**src/rtl/sample_sequencer_if.sv**
```systemverilog
// Signal bundle between the sample sequencer and the audio path
// (spi2adc, var_delay, spi2dac/pwm). The master side is the sequencer.
interface sample_sequencer_if #(
    parameter int DW   = 10,
    parameter int DLYW = 9
);
    logic            enable;
    logic            clr_status;
    logic [DLYW-1:0] delay_sw;
    logic            adc_start;
    logic            adc_valid;
    logic [DW-1:0]   adc_data;
    logic            proc_en;
    logic [DW-1:0]   proc_data;
    logic [DLYW-1:0] proc_delay;
    logic [DW-1:0]   proc_result;
    logic            dac_start;
    logic [DW-1:0]   dac_data;
    logic            busy;
    logic            overrun;
    logic [7:0]      timeout_cnt;

    modport master (
        input  enable, clr_status, delay_sw, adc_valid, adc_data, proc_result,
        output adc_start, proc_en, proc_data, proc_delay, dac_start, dac_data,
               busy, overrun, timeout_cnt
    );

    modport slave (
        output enable, clr_status, delay_sw, adc_valid, adc_data, proc_result,
        input  adc_start, proc_en, proc_data, proc_delay, dac_start, dac_data,
               busy, overrun, timeout_cnt
    );
endinterface

```
**src/rtl/sample_sequencer.sv**
```systemverilog
// Per-sample scheduler: sample tick -> ADC start -> var_delay strobe -> DAC load.
// Recovers from a missing ADC result by reusing the previous sample, and
// flags ticks that land while a frame is still in flight.
//
//  state       | meaning
//  ------------+------------------------------------------------------------
//  ST_IDLE     | waiting for the sample tick (dac_start may be pulsing here)
//  ST_WAIT_ADC | conversion started, waiting for adc_valid or timeout
//  ST_PROC     | var_delay computing; dac_data loaded on terminal count
module sample_sequencer #(
    parameter int DIV         = 5000,
    parameter int ADC_TIMEOUT = 2000,
    parameter int PROC_CYCLES = 4,
    parameter int DW          = 10,
    parameter int DLYW        = 9
) (
    input  logic                sysclk,
    input  logic                rst_n,
    sample_sequencer_if.master  bus
);

    localparam int CW   = (DIV > 1) ? $clog2(DIV) : 1;
    localparam int TMAX = (ADC_TIMEOUT > PROC_CYCLES) ? ADC_TIMEOUT : PROC_CYCLES;
    localparam int TW   = $clog2(TMAX + 1);

    typedef enum logic [1:0] {
        ST_IDLE     = 2'd0,
        ST_WAIT_ADC = 2'd1,
        ST_PROC     = 2'd2
    } state_t;

    state_t          state_q, state_d;
    logic [CW-1:0]   cnt_q, cnt_d;
    logic [TW-1:0]   tmr_q, tmr_d;
    logic            adc_start_q, adc_start_d;
    logic            proc_en_q, proc_en_d;
    logic            dac_start_q, dac_start_d;
    logic [DW-1:0]   proc_data_q, proc_data_d;
    logic [DLYW-1:0] proc_delay_q, proc_delay_d;
    logic [DW-1:0]   dac_data_q, dac_data_d;
    logic            overrun_q, overrun_d;
    logic [7:0]      timeout_cnt_q, timeout_cnt_d;

    logic tick;
    logic wait_done;
    logic adc_timeout;

    // The wait window is the ADC_TIMEOUT cycles following the start strobe,
    // so the timer is held during the strobe cycle itself.
    assign tick        = (cnt_q == CW'(DIV - 1));
    assign wait_done   = !adc_start_q && (tmr_q == '0);
    assign adc_timeout = (state_q == ST_WAIT_ADC) && !bus.adc_valid && wait_done;

    // Free-running sample period counter, independent of enable.
    always_comb begin
        cnt_d = tick ? '0 : cnt_q + CW'(1);
    end

    // State register.
    always_ff @(posedge sysclk or negedge rst_n) begin
        if (!rst_n) begin
            state_q <= ST_IDLE;
        end else begin
            state_q <= state_d;
        end
    end

    // Next-state logic; adc_valid takes priority over a same-cycle timeout.
    always_comb begin
        state_d = state_q;
        case (state_q)
            ST_IDLE:     if (tick && bus.enable)             state_d = ST_WAIT_ADC;
            ST_WAIT_ADC: if (bus.adc_valid || wait_done)     state_d = ST_PROC;
            ST_PROC:     if (tmr_q == '0)                    state_d = ST_IDLE;
            default:                                         state_d = ST_IDLE;
        endcase
    end

    // Output, timer, slew and status next-values; all outputs are registered.
    always_comb begin
        adc_start_d   = 1'b0;
        proc_en_d     = 1'b0;
        dac_start_d   = 1'b0;
        tmr_d         = tmr_q;
        proc_data_d   = proc_data_q;
        proc_delay_d  = proc_delay_q;
        dac_data_d    = dac_data_q;

        case (state_q)
            ST_IDLE: begin
                if (tick && bus.enable) begin
                    adc_start_d = 1'b1;
                    tmr_d       = TW'(ADC_TIMEOUT - 1);
                end
            end
            ST_WAIT_ADC: begin
                if (bus.adc_valid || wait_done) begin
                    proc_en_d = 1'b1;
                    tmr_d     = TW'(PROC_CYCLES);
                    if (bus.adc_valid) begin
                        proc_data_d = bus.adc_data;
                    end
                    if (proc_delay_q < bus.delay_sw) begin
                        proc_delay_d = proc_delay_q + DLYW'(1);
                    end else if (proc_delay_q > bus.delay_sw) begin
                        proc_delay_d = proc_delay_q - DLYW'(1);
                    end
                end else if (!adc_start_q) begin
                    tmr_d = tmr_q - TW'(1);
                end
            end
            ST_PROC: begin
                if (tmr_q == '0) begin
                    dac_data_d  = bus.proc_result;
                    dac_start_d = 1'b1;
                end else begin
                    tmr_d = tmr_q - TW'(1);
                end
            end
            default: begin
                tmr_d = '0;
            end
        endcase

        // Set/increment beats a coincident clear.
        overrun_d = overrun_q;
        if (tick && (state_q != ST_IDLE)) begin
            overrun_d = 1'b1;
        end else if (bus.clr_status) begin
            overrun_d = 1'b0;
        end

        timeout_cnt_d = timeout_cnt_q;
        if (adc_timeout) begin
            if (timeout_cnt_q != 8'hFF) begin
                timeout_cnt_d = timeout_cnt_q + 8'd1;
            end
        end else if (bus.clr_status) begin
            timeout_cnt_d = 8'd0;
        end
    end

    // Datapath and registered-output flops.
    always_ff @(posedge sysclk or negedge rst_n) begin
        if (!rst_n) begin
            cnt_q         <= '0;
            tmr_q         <= '0;
            adc_start_q   <= 1'b0;
            proc_en_q     <= 1'b0;
            dac_start_q   <= 1'b0;
            proc_data_q   <= '0;
            proc_delay_q  <= '0;
            dac_data_q    <= '0;
            overrun_q     <= 1'b0;
            timeout_cnt_q <= 8'd0;
        end else begin
            cnt_q         <= cnt_d;
            tmr_q         <= tmr_d;
            adc_start_q   <= adc_start_d;
            proc_en_q     <= proc_en_d;
            dac_start_q   <= dac_start_d;
            proc_data_q   <= proc_data_d;
            proc_delay_q  <= proc_delay_d;
            dac_data_q    <= dac_data_d;
            overrun_q     <= overrun_d;
            timeout_cnt_q <= timeout_cnt_d;
        end
    end

    assign bus.adc_start   = adc_start_q;
    assign bus.proc_en     = proc_en_q;
    assign bus.dac_start   = dac_start_q;
    assign bus.proc_data   = proc_data_q;
    assign bus.proc_delay  = proc_delay_q;
    assign bus.dac_data    = dac_data_q;
    assign bus.busy        = (state_q != ST_IDLE);
    assign bus.overrun     = overrun_q;
    assign bus.timeout_cnt = timeout_cnt_q;

endmodule

```
**src/flat_wrapper.sv**
```systemverilog
// flat-port wrapper written by rule: the top's interface ports become plain ports
module sample_sequencer_flat 
#(
    parameter int DIV         = 5000,
    parameter int ADC_TIMEOUT = 2000,
    parameter int PROC_CYCLES = 4,
    parameter int DW          = 10,
    parameter int DLYW        = 9
)
  (sysclk, rst_n, bus_enable, bus_clr_status, bus_delay_sw, bus_adc_valid, bus_adc_data, bus_proc_result, bus_adc_start, bus_proc_en, bus_proc_data, bus_proc_delay, bus_dac_start, bus_dac_data, bus_busy, bus_overrun, bus_timeout_cnt);
  sample_sequencer_if #(.DW(DW), .DLYW(DLYW)) bus_i ();
  input  logic sysclk;
  input  logic rst_n;
  input wire logic [$bits(bus_i.enable)-1:0] bus_enable;
  input wire logic [$bits(bus_i.clr_status)-1:0] bus_clr_status;
  input wire logic [$bits(bus_i.delay_sw)-1:0] bus_delay_sw;
  input wire logic [$bits(bus_i.adc_valid)-1:0] bus_adc_valid;
  input wire logic [$bits(bus_i.adc_data)-1:0] bus_adc_data;
  input wire logic [$bits(bus_i.proc_result)-1:0] bus_proc_result;
  output wire logic [$bits(bus_i.adc_start)-1:0] bus_adc_start;
  output wire logic [$bits(bus_i.proc_en)-1:0] bus_proc_en;
  output wire logic [$bits(bus_i.proc_data)-1:0] bus_proc_data;
  output wire logic [$bits(bus_i.proc_delay)-1:0] bus_proc_delay;
  output wire logic [$bits(bus_i.dac_start)-1:0] bus_dac_start;
  output wire logic [$bits(bus_i.dac_data)-1:0] bus_dac_data;
  output wire logic [$bits(bus_i.busy)-1:0] bus_busy;
  output wire logic [$bits(bus_i.overrun)-1:0] bus_overrun;
  output wire logic [$bits(bus_i.timeout_cnt)-1:0] bus_timeout_cnt;
  assign bus_i.enable = bus_enable;
  assign bus_i.clr_status = bus_clr_status;
  assign bus_i.delay_sw = bus_delay_sw;
  assign bus_i.adc_valid = bus_adc_valid;
  assign bus_i.adc_data = bus_adc_data;
  assign bus_i.proc_result = bus_proc_result;
  assign bus_adc_start = bus_i.adc_start;
  assign bus_proc_en = bus_i.proc_en;
  assign bus_proc_data = bus_i.proc_data;
  assign bus_proc_delay = bus_i.proc_delay;
  assign bus_dac_start = bus_i.dac_start;
  assign bus_dac_data = bus_i.dac_data;
  assign bus_busy = bus_i.busy;
  assign bus_overrun = bus_i.overrun;
  assign bus_timeout_cnt = bus_i.timeout_cnt;
  sample_sequencer #(.DIV(DIV), .ADC_TIMEOUT(ADC_TIMEOUT), .PROC_CYCLES(PROC_CYCLES), .DW(DW), .DLYW(DLYW)) u_core (.sysclk(sysclk), .rst_n(rst_n), .bus(bus_i));
endmodule
```
**config.mk**
```make
export PLATFORM = sky130hd
export DESIGN_NAME = sample_sequencer_flat
export DESIGN_NICKNAME = d
export VERILOG_FILES = /design/src/rtl/sample_sequencer_if.sv /design/src/rtl/sample_sequencer.sv /design/src/flat_wrapper.sv
export SDC_FILE = /design/constraint.sdc
export NUM_CORES = 1
export LEC_CHECK = 0
export CAP_MARGIN = 20
export CORE_ASPECT_RATIO = 1.75
export CORE_MARGIN = 10
export CORE_UTILIZATION = 51
export CTS_CLUSTER_SIZE = 12
export DETAILED_ROUTE_END_ITERATION = 8
export GPL_TIMING_DRIVEN = 0
export PLACE_DENSITY_LB_ADDON = 0.05
export SKIP_LAST_GASP = 1
export SLEW_MARGIN = 20
export SYNTH_ARGS = -nofsm -noshare
export SYNTH_HDL_FRONTEND = slang
export SYNTH_SLANG_ARGS = --single-unit
```
**constraint.sdc**
```tcl
create_clock -name sysclk -period 3.4 [get_ports sysclk]
set_input_delay 0.85 -clock sysclk [delete_from_list [all_inputs] [get_ports sysclk]]
set_output_delay 0.85 -clock sysclk [all_outputs]
set_load 0.05 [all_outputs]
```
# --- Word-level counts from Yosys, hierarchy flattened ---
# Cells that the tools add are included.
classes:
  n_eq_ne: 10
  n_addsub: 5
  n_reduce_logical: 20
  mux: 23
  magnitude_cmp: 2
op_table:
  columns: ["operator", "n"]
  rows:
  - ["two-way mux 11 bit", 4]
  - ["one-hot mux 11 bit (3 select lines)", 1]
  - ["two-way mux 8 bit", 3]
  - ["two-way mux 9 bit", 2]
  - ["adder 13 x 1 -> 13 bit, second input constant", 1]
  - ["== test 13 bit, second input constant", 1]
  - ["two-way mux 13 bit", 1]
  - ["AND reduction 3 bit", 4]
  - ["logical NOT 11 bit", 1]
  - ["subtractor 11 x 1 -> 11 bit, second input constant", 1]
  - ["adder 9 x 1 -> 9 bit, second input constant", 1]
  - ["greater-than comparator 9 bit", 1]
  - ["< comparator 9 bit", 1]
  - ["subtractor 9 x 1 -> 9 bit, second input constant", 1]
  - ["adder 8 x 1 -> 8 bit, second input constant", 1]
  - ["two-way mux 1 bit", 8]
  - ["inequality test 8 bit, second input constant", 1]
  - ["nonzero test 2 bit", 4]
  - ["two-way mux 2 bit", 3]
  - ["inequality test 2 bit, second input constant", 3]
  - ["one-hot mux 2 bit (3 select lines)", 1]
  - ["logical AND 1 bit", 5]
  - ["inequality test 2 x 1 -> 1 bit, second input constant", 2]
  - ["AND reduction 2 bit", 2]
  - ["other kinds (6)", 7]
word_totals:
  out_inout_bits: 42
  in_bits: 34
  wordCells: 71
  register_bits: 67

# --- Depth between registers and ports, before layout ---
# Gate-level depths: netlist (run 1).
depth:
  word_depth: 5
  mapped_depth: 13
  depth_no_buf: 13

# --- Worst setup path before layout (run 1) ---
# OpenSTA, ideal clock, no wires.
synth_path:
  path_kind: "input to register"
  from: "in bus_delay_sw[2]"
  to: "reg u_core.proc_delay_q[7] (netlist: u_core.bus.proc_delay[7])"
  setup_slack_ps: -27
  arrival_time_ps: 3332
  setup_ps: 95
  n_path_buf: 0
  required_time_ps: 3305
  stages: 13
  path_cell_list: "inv_1 > ha_1 > a21oi_1 > a211o_1 > o211a_1 > inv_1 > ha_1 > a21o_1 > a211oi_1 > nor2_1 > or4_1 > and3_1 > o31ai_1"
synth_via:
  elab_chain_cells: 3
  word_cells_on_any_way: 5
  classes_between: "order compare: 2; mux: 1; reduce/logical: 2"
synth_lines:
  columns: ["item", "line", "source"]
  rows:
  - ["from (decl)", "flat_wrapper.sv:16", "input wire logic [$bits(bus_i.delay_sw)-1:0] bus_delay_sw;"]
  - ["greater-than comparator 9 bit or < comparator 9 bit (tied branches)", "sample_sequencer.sv:105, sample_sequencer.sv:103", null]
  - ["nonzero test 2 bit (no source line)", null, null]
  - ["AND reduction 3 bit (no source line)", null, null]
  - ["to (signal assigned)", "sample_sequencer.sv:163", "proc_delay_q <= proc_delay_d;"]
  - ["to (decl)", "sample_sequencer.sv:39", "logic [DLYW-1:0] proc_delay_q, proc_delay_d;"]
# Parallel ways exist; a longest one is shown, timed or not.
# A chain may end at the register's enable or synchronous reset.

# --- Final worst setup path (run 1) ---
# Same ends and word-level chain as after synthesis.

==> metrics.txt, run 1 <==
Internal 1560 µW; post-route cell area 0.00498 mm²; status completed; final worst-path cycle share 0.986; First DRT Iteration DRCs 78; Clk Latency, worst-skew pair 330 ps; WS Path Type in -> reg; input/output buffers 75; # rows 40; MaxCap Viol Count 0; Syn Inst Count 334; f_max 298 MHz; wl on met1 3150 µm; setup TNS 0 ps; area delta synth->final 42.0%; final WL 8740 µm; vias in the first global route 2,971; CP endpoint kind flip-flop; largest net degree at the start of global routing 39; Hold Violations, Final 0; met3 wire len 428 µm; clk sinks 67; first-pass GRT wire length 14,000 µm; Comb power frac 0.040; Worst VDD drop 0.000351 V; Net Count, Synth 388; Final Setup Violations 0; Leak 0.00227 µW; largest area contributor in the netlist dfrtp_1; sw frac 0.195; fin. max-slew vios 0; syn avg cell area 10.5 µm²; CTS Buf Count 9; critical path data arrival time 3600 ps; minimum clock period 3350 ps; Net Switching 376 µW; Post-Layout Cell Count 516; Clock Power Share 0.547; cells along the critical path dlymetal6s2s_1 -> inv_2 -> ha_4 -> nand3b_1 -> a211o_1 -> o211a_1 -> inv_2 -> ha_4 -> a21o_1 -> a211oi_2 -> nor2_1 -> or4_4 -> and3_4 -> o31ai_2; Synth Register Bits 67; Least-Margin Pin Slew 674 ps; placed insts 494; Post-DRT Antenna Nets 0; routed length per placed instance 16.9 µm; height of the die 130 µm; worst setup margin 46.5 ps; Power Density 388 mW/mm²; die width 82.7 µm; Yosys top cell area share 0.478; Flop pwr share 0.413; core area 0.00681 mm²; uppermost layer routed met4; CP Data Required Time 3650 ps; Buf+Inv Stages, Crit Path 3; layout cells sized above 1 0.208; Warnings, synthesis 0; num ports 76; count of cell types in the netlist 48; number of vias in the routed layout 2,829; final core occ 0.732; residual DRC count 0; Nets 481; Placed Area 0.00438 mm²; Slew HR 0.546; diodes inserted 0; Seq/Total Area, Yosys 0.478; clock skew 7.75 ps; CTS tree done; CP startpoint kind input pin; htree depth 3; Met2 Wirelength 4970 µm; Worst path slowest cell or4_4; Max Buffers Root-to-Sink 2; DRT Pass-1 Iters 4; Placer Congestion 0.884; clk root buf clkbuf_16; detailed placement HPWL 6530 µm; Starting Density 0.516; Hold Path Class in -> async; vias per inst 5.48; die area 0.0107 mm²; hold_buf cts 0; Most used DFF post-synth dfrtp_1; slowest stage delay, CP 550 ps; initial antenna violation count 0; crit path max fanout 3; synthesized cell area 0.00351 mm²; Total GRT Usage 0.169; Async S/R FF share, synth 1.00; Reg clk slew, reported paths 60 ps; dpl ws -823 ps; Synth area leaders dfrtp_1, ha_1, mux2_2; family with the most delay on the worst path compound AO/OA/AOI/OAI gates; total gr overflow 0; number of synthesized flops with an enable pin 0; FILL cells 480
## layout by cell type (no fill, tap or decap), types with 9 or more instances in the layout
master,count
o21ai_0,27
ha_4,11
nor2_1,28
mux2_2,21
xor2_1,17
nand2_1,21
clkbuf_16,9
dfrtp_1,67
inv_2,9
clkdlybuf4s50_1,65
## registers in the layout, summed over array words and instances, names as in the netlist
name,flops
u_core.bus.proc_delay,9
u_core.cnt_q,13
u_core.tmr_q,11
u_core.bus.overrun,1
u_core.bus.dac_start,1
u_core.bus.adc_start,1
u_core.bus.proc_en,1
u_core.state_q,2
u_core.bus.timeout_cnt,8
u_core.bus.proc_data,10
u_core.bus.dac_data,10
## path summary, 6_finish.rpt
| kind | to | slack, ps | start | cells past startpoint |
|---|---|---|---|---|
| worst max-delay path | u_core.bus.proc_delay[7] | 50 | bus_delay_sw[2] | 14 |
| worst min-delay path | u_core.bus.proc_delay[1] | 440 | rst_n | 1 |
| worst max register to register | u_core.bus.proc_delay[7] | 200 | u_core.bus.proc_delay[2] | 12 |
| worst min register to register | u_core.cnt_q[0] | 480 | u_core.cnt_q[0] | 1 |
| max in group asynchronous | u_core.tmr_q[5] | 2410 | rst_n | 2 |
| min in group sysclk | u_core.cnt_q[0] | 480 | u_core.cnt_q[0] | 1 |
## cell usage after synthesis, types with 3 or more instances
master,number
a22o_1,5
mux2_2,21
xnor2_1,6
nor3_1,7
and3_1,9
o31ai_1,3
nand4_1,3
a31oi_1,3
a21o_1,6
o21ai_0,29
inv_1,15
or3_1,3
nand2_1,21
ha_1,19
nor2_1,28
clkbuf_1,5
nand2b_1,4
nor2b_1,8
a21oi_1,9
nand3_1,10
dfrtp_1,67
or4_1,3
or2_2,3
xor2_1,17
## per-stage QoR
| step | total power [µW] | hold WS (ps) |
|---|---|---|
| after floorplan | 822 | 447 |
| after global placement | 878 | 468 |
| after detailed placement | 881 | 471 |
| after CTS | 1950 | 451 |
| after global routing | 2000 | 469 |
| final | 1930 | 444 |
## repair_timing
item | in CTS | in global routing
hold endpoints to repair | 0 | 0
pin swaps | 8 | 16
resized for setup | 17 | 29
setup endpoints to repair | 4 | 3
setup buffers | 4 | 2
## power by group through the flow
stage          Clock (µW)  Combinational, µW  Sequential (µW)
2_1_floorplan           0               9.59              812
3_3_place_gp            0               65.7              812
3_5_place_dp            0               69.4              812
4_1_cts              1070               74.4              798
5_1_grt              1120               85.7              797
6_report             1060               77.7              798
## metal layers
layer	track usage	vias up
met2	0.312	54
met5	0	-
met1	0.169	1390
met3	0.0372	14
li1	-	1371
met4	0.0791	0
## final cells by class
type	count	area, µm²	share of cell area
plain buffers	7	28.8	0.00577
clock buffers	9	225	0.0452
clock inverters	7	116	0.0233
inverters	16	60.1	0.0121
multi-input cells	244	1940	0.390
flip-flops and latches	67	1680	0.336
well taps	84	105	0.0211
repair buffers	82	828	0.166
## cell families (layout without fill, tap and decap cells)
| logic type | count (synthesis) | in the layout | share of synthesized area |
|---|---|---|---|
| and+or+nand+nor | 113 | 113 | 0.172 |
| AOI/OAI and AO/OA | 67 | 67 | 0.127 |
| DFF | 67 | 67 | 0.478 |
| xor gates and xnor gates | 23 | 23 | 0.0574 |
| buffers and inverters | 23 | 121 | 0.0253 |
| muxes | 21 | 21 | 0.0674 |
| adders and majority gates | 20 | 20 | 0.0734 |
Power figures use the tool's default switching activity.
==> run 2: changes to the inputs <==
PLACE_DENSITY_LB_ADDON = 0.2   (was 0.05)
==> run 2 against run 1 <==
  * Sequential cell count stayed put
  * Sequential share of layout area is 0.56 points higher
  * Sequential power hardly changed
  * Total power is 6.4% lower
  * Wire length is 7.3% higher
  * Maximum frequency is 1.4% higher
  * Cell count is 0.78% higher
  * Final area is 1.6% lower
  * Clock power is 12% lower
  * Highest routed layer unchanged
==> metrics.txt, run 2 (synthesis gave the netlist of run 1 again) <==
status completed; area delta synth->final 39.7%; clk root buf clkbuf_16; Placer Congestion 0.910 (+2.9%); worst setup margin 92.3 ps (+45.8 ps); final WL 9370 µm (+7.3%); CP startpoint kind input pin; clock skew 4.44 ps (-3.31 ps); largest net degree at the start of global routing 51 (+31%); worst setup path endpoint u_core.bus.proc_delay[7]; Clk Latency, worst-skew pair 340 ps (about the same); Hold Violations, Final 0 (unchanged); total gr overflow 0 (unchanged); core area 0.00681 mm² (unchanged); Final Setup Violations 0 (unchanged); Starting Density 0.516 (unchanged); CP startpoint bus_delay_sw[0]; Worst path slowest cell or4_1; Leak 0.00220 µW (-2.9%); layout cells sized above 1 0.206 (-0.00191); fin. max-slew vios 0 (unchanged); critical path data arrival time 3550 ps (-50 ps); CTS Buf Count 9 (unchanged); Post-DRT Antenna Nets 0 (unchanged); crit path max fanout 2 (-1); residual DRC count 0 (unchanged); routed length per placed instance 18.0 µm (+6.5%); commonest non-fill, non-tap cell in the layout dfrtp_1; dpl ws -820 ps (+3.05 ps); die width 82.7 µm (unchanged); vias in the first global route 3,192 (+7.4%); reg2reg start u_core.bus.proc_delay[2]; height of the die 130 µm (unchanged); post-layout power 1810 µW (-6.4%); First DRT Iteration DRCs 125 (+60%); R2R Path End u_core.bus.proc_delay[7]; slowest stage delay, CP 430 ps (-120 ps); Power Density 369 mW/mm² (-4.8%); setup TNS 0 ps (unchanged); Reg2Reg Setup Slack 240 ps (+40 ps); commonest cells after routing, fill and taps aside dfrtp_1, clkdlybuf4s50_1, o21ai_0; CP endpoint kind flip-flop; clk sinks 67 (unchanged); CTS tree done; number of vias in the routed layout 2,919 (+3.2%); DRT Pass-1 Iters 5 (+1); most flop-heavy register u_core.cnt_q; vias per inst 5.61 (+2.4%); FF-to-FF path depth 12 (unchanged); Worst VDD drop 0.000626 V (+78%); final worst-path cycle share 0.973 (-0.0135); final core occ 0.720 (-0.0119); Total GRT Usage 0.183 (+0.0145); post-route cell area 0.00490 mm² (-1.6%); Nets 485 (+0.83%); htree depth 3 (unchanged); Hold Path Class in -> async; first-pass GRT wire length 15,300 µm (+8.7%); minimum clock period 3310 ps (-45.8 ps); # rows 40 (unchanged); biggest regs u_core.cnt_q (13), u_core.tmr_q (11); Reg clk slew, reported paths 50 ps (about the same); Placed Area 0.00439 mm² (+0.17%); CP Data Required Time 3640 ps (about the same); max reg flops 13 (unchanged); Max Buffers Root-to-Sink 2 (unchanged); WS Path Type in -> reg; diodes inserted 0 (unchanged); RSZ-0062 raised after global routing false; cells along the critical path clkdlybuf4s15_1 -> ha_2 -> nand3b_1 -> a211o_1 -> o211a_1 -> inv_2 -> ha_4 -> a21o_1 -> a211oi_2 -> nor2_1 -> or4_1 -> and3_1 -> o31ai_1; input/output buffers 75 (unchanged); f_max 302 MHz (+1.4%); Least-Margin Pin Slew 779 ps (+105 ps); initial antenna violation count 0 (unchanged); MaxCap Viol Count 0 (unchanged); num ports 76 (unchanged); detailed placement HPWL 6570 µm (+0.61%); die area 0.0107 mm² (unchanged); Slew HR 0.475 (-0.0713)
-- run 2: changes by cell type in the layout (fill, tap and decap cells not counted), moves of 2 or more --
cell | before | now
dlymetal6s2s_1 | 8 | 0
bufinv_16 | 3 | 1
o21ai_1 | 3 | 1
dlygate4sd2_1 | 0 | 2
clkdlybuf4s15_1 | 0 | 2
o21ai_0 | 27 | 29
clkbuf_2 | 1 | 5
buf_4 | 7 | 10
-- run 2: power breakdown --
group | switching (µW) | internal [µW] | leakage [µW]
logic | 35.3 | 44.9 | 0.00117
registers | 0.0000000000000327 | 798 | 0.000892
clock network | 346 | 583 | 0.000145
-- run 2: worst max-delay path: cells and delay by family --
kind,cells,cell delay [ps]
compound gates,5,1120
buf+inv,2,270
fa+ha+maj,2,360
simple gates,4,940
-- run 2: worst min-delay path by stage --
stage / start / end / slack [ps]
finish: rst_n / u_core.bus.proc_delay[1] / 390
global route: rst_n / u_core.bus.proc_data[3] / 400
CTS: rst_n / u_core.bus.proc_delay[1] / 390
detailed placement: u_core.tmr_q[10] / u_core.tmr_q[10] / 470
global placement: u_core.tmr_q[10] / u_core.tmr_q[10] / 460
floorplan: u_core.cnt_q[0] / u_core.cnt_q[0] / 450
-- run 2: timing repair --
item / in CTS / in global routing
cloned: 0 / 0
buffers inserted: 6 / 4
hold buffers: 0 / 0
pin swaps: 17 / 17
resized for setup: 35 / 13
setup endpoints to repair: 3 / 2
-- run 2: cell type report --
type,count,area [µm²]
multi-input cells,244,1910
fillers,499,1900
plain buffers,7,28.8
flip-flops and latches,67,1680
inverters,16,60.1
repair buffers,86,827
well taps,84,105
clock inverters,5,52.6
clock buffers,11,243
-- run 2: per-stage QoR --
| step | instances | hold WS (ps) |
|---|---|---|
| finish | 520 | 386 |
| global route | 520 | 398 |
| CTS | 516 | 391 |
| detailed placement | 494 | 475 |
| global placement | 493 | 462 |
| floorplan | 334 | 447 |
-- run 2: routing by layer --
| layer | up-vias | global-route usage | share of wire |
|---|---|---|---|
| li1 | 1381 | - | - |
| met3 | 20 | 0.0372 | 0.045 |
| met2 | 79 | 0.341 | 0.58 |
| met5 | - | 0 | 0 |
| met4 | 0 | 0.0910 | 0.019 |
| met1 | 1439 | 0.181 | 0.36 |
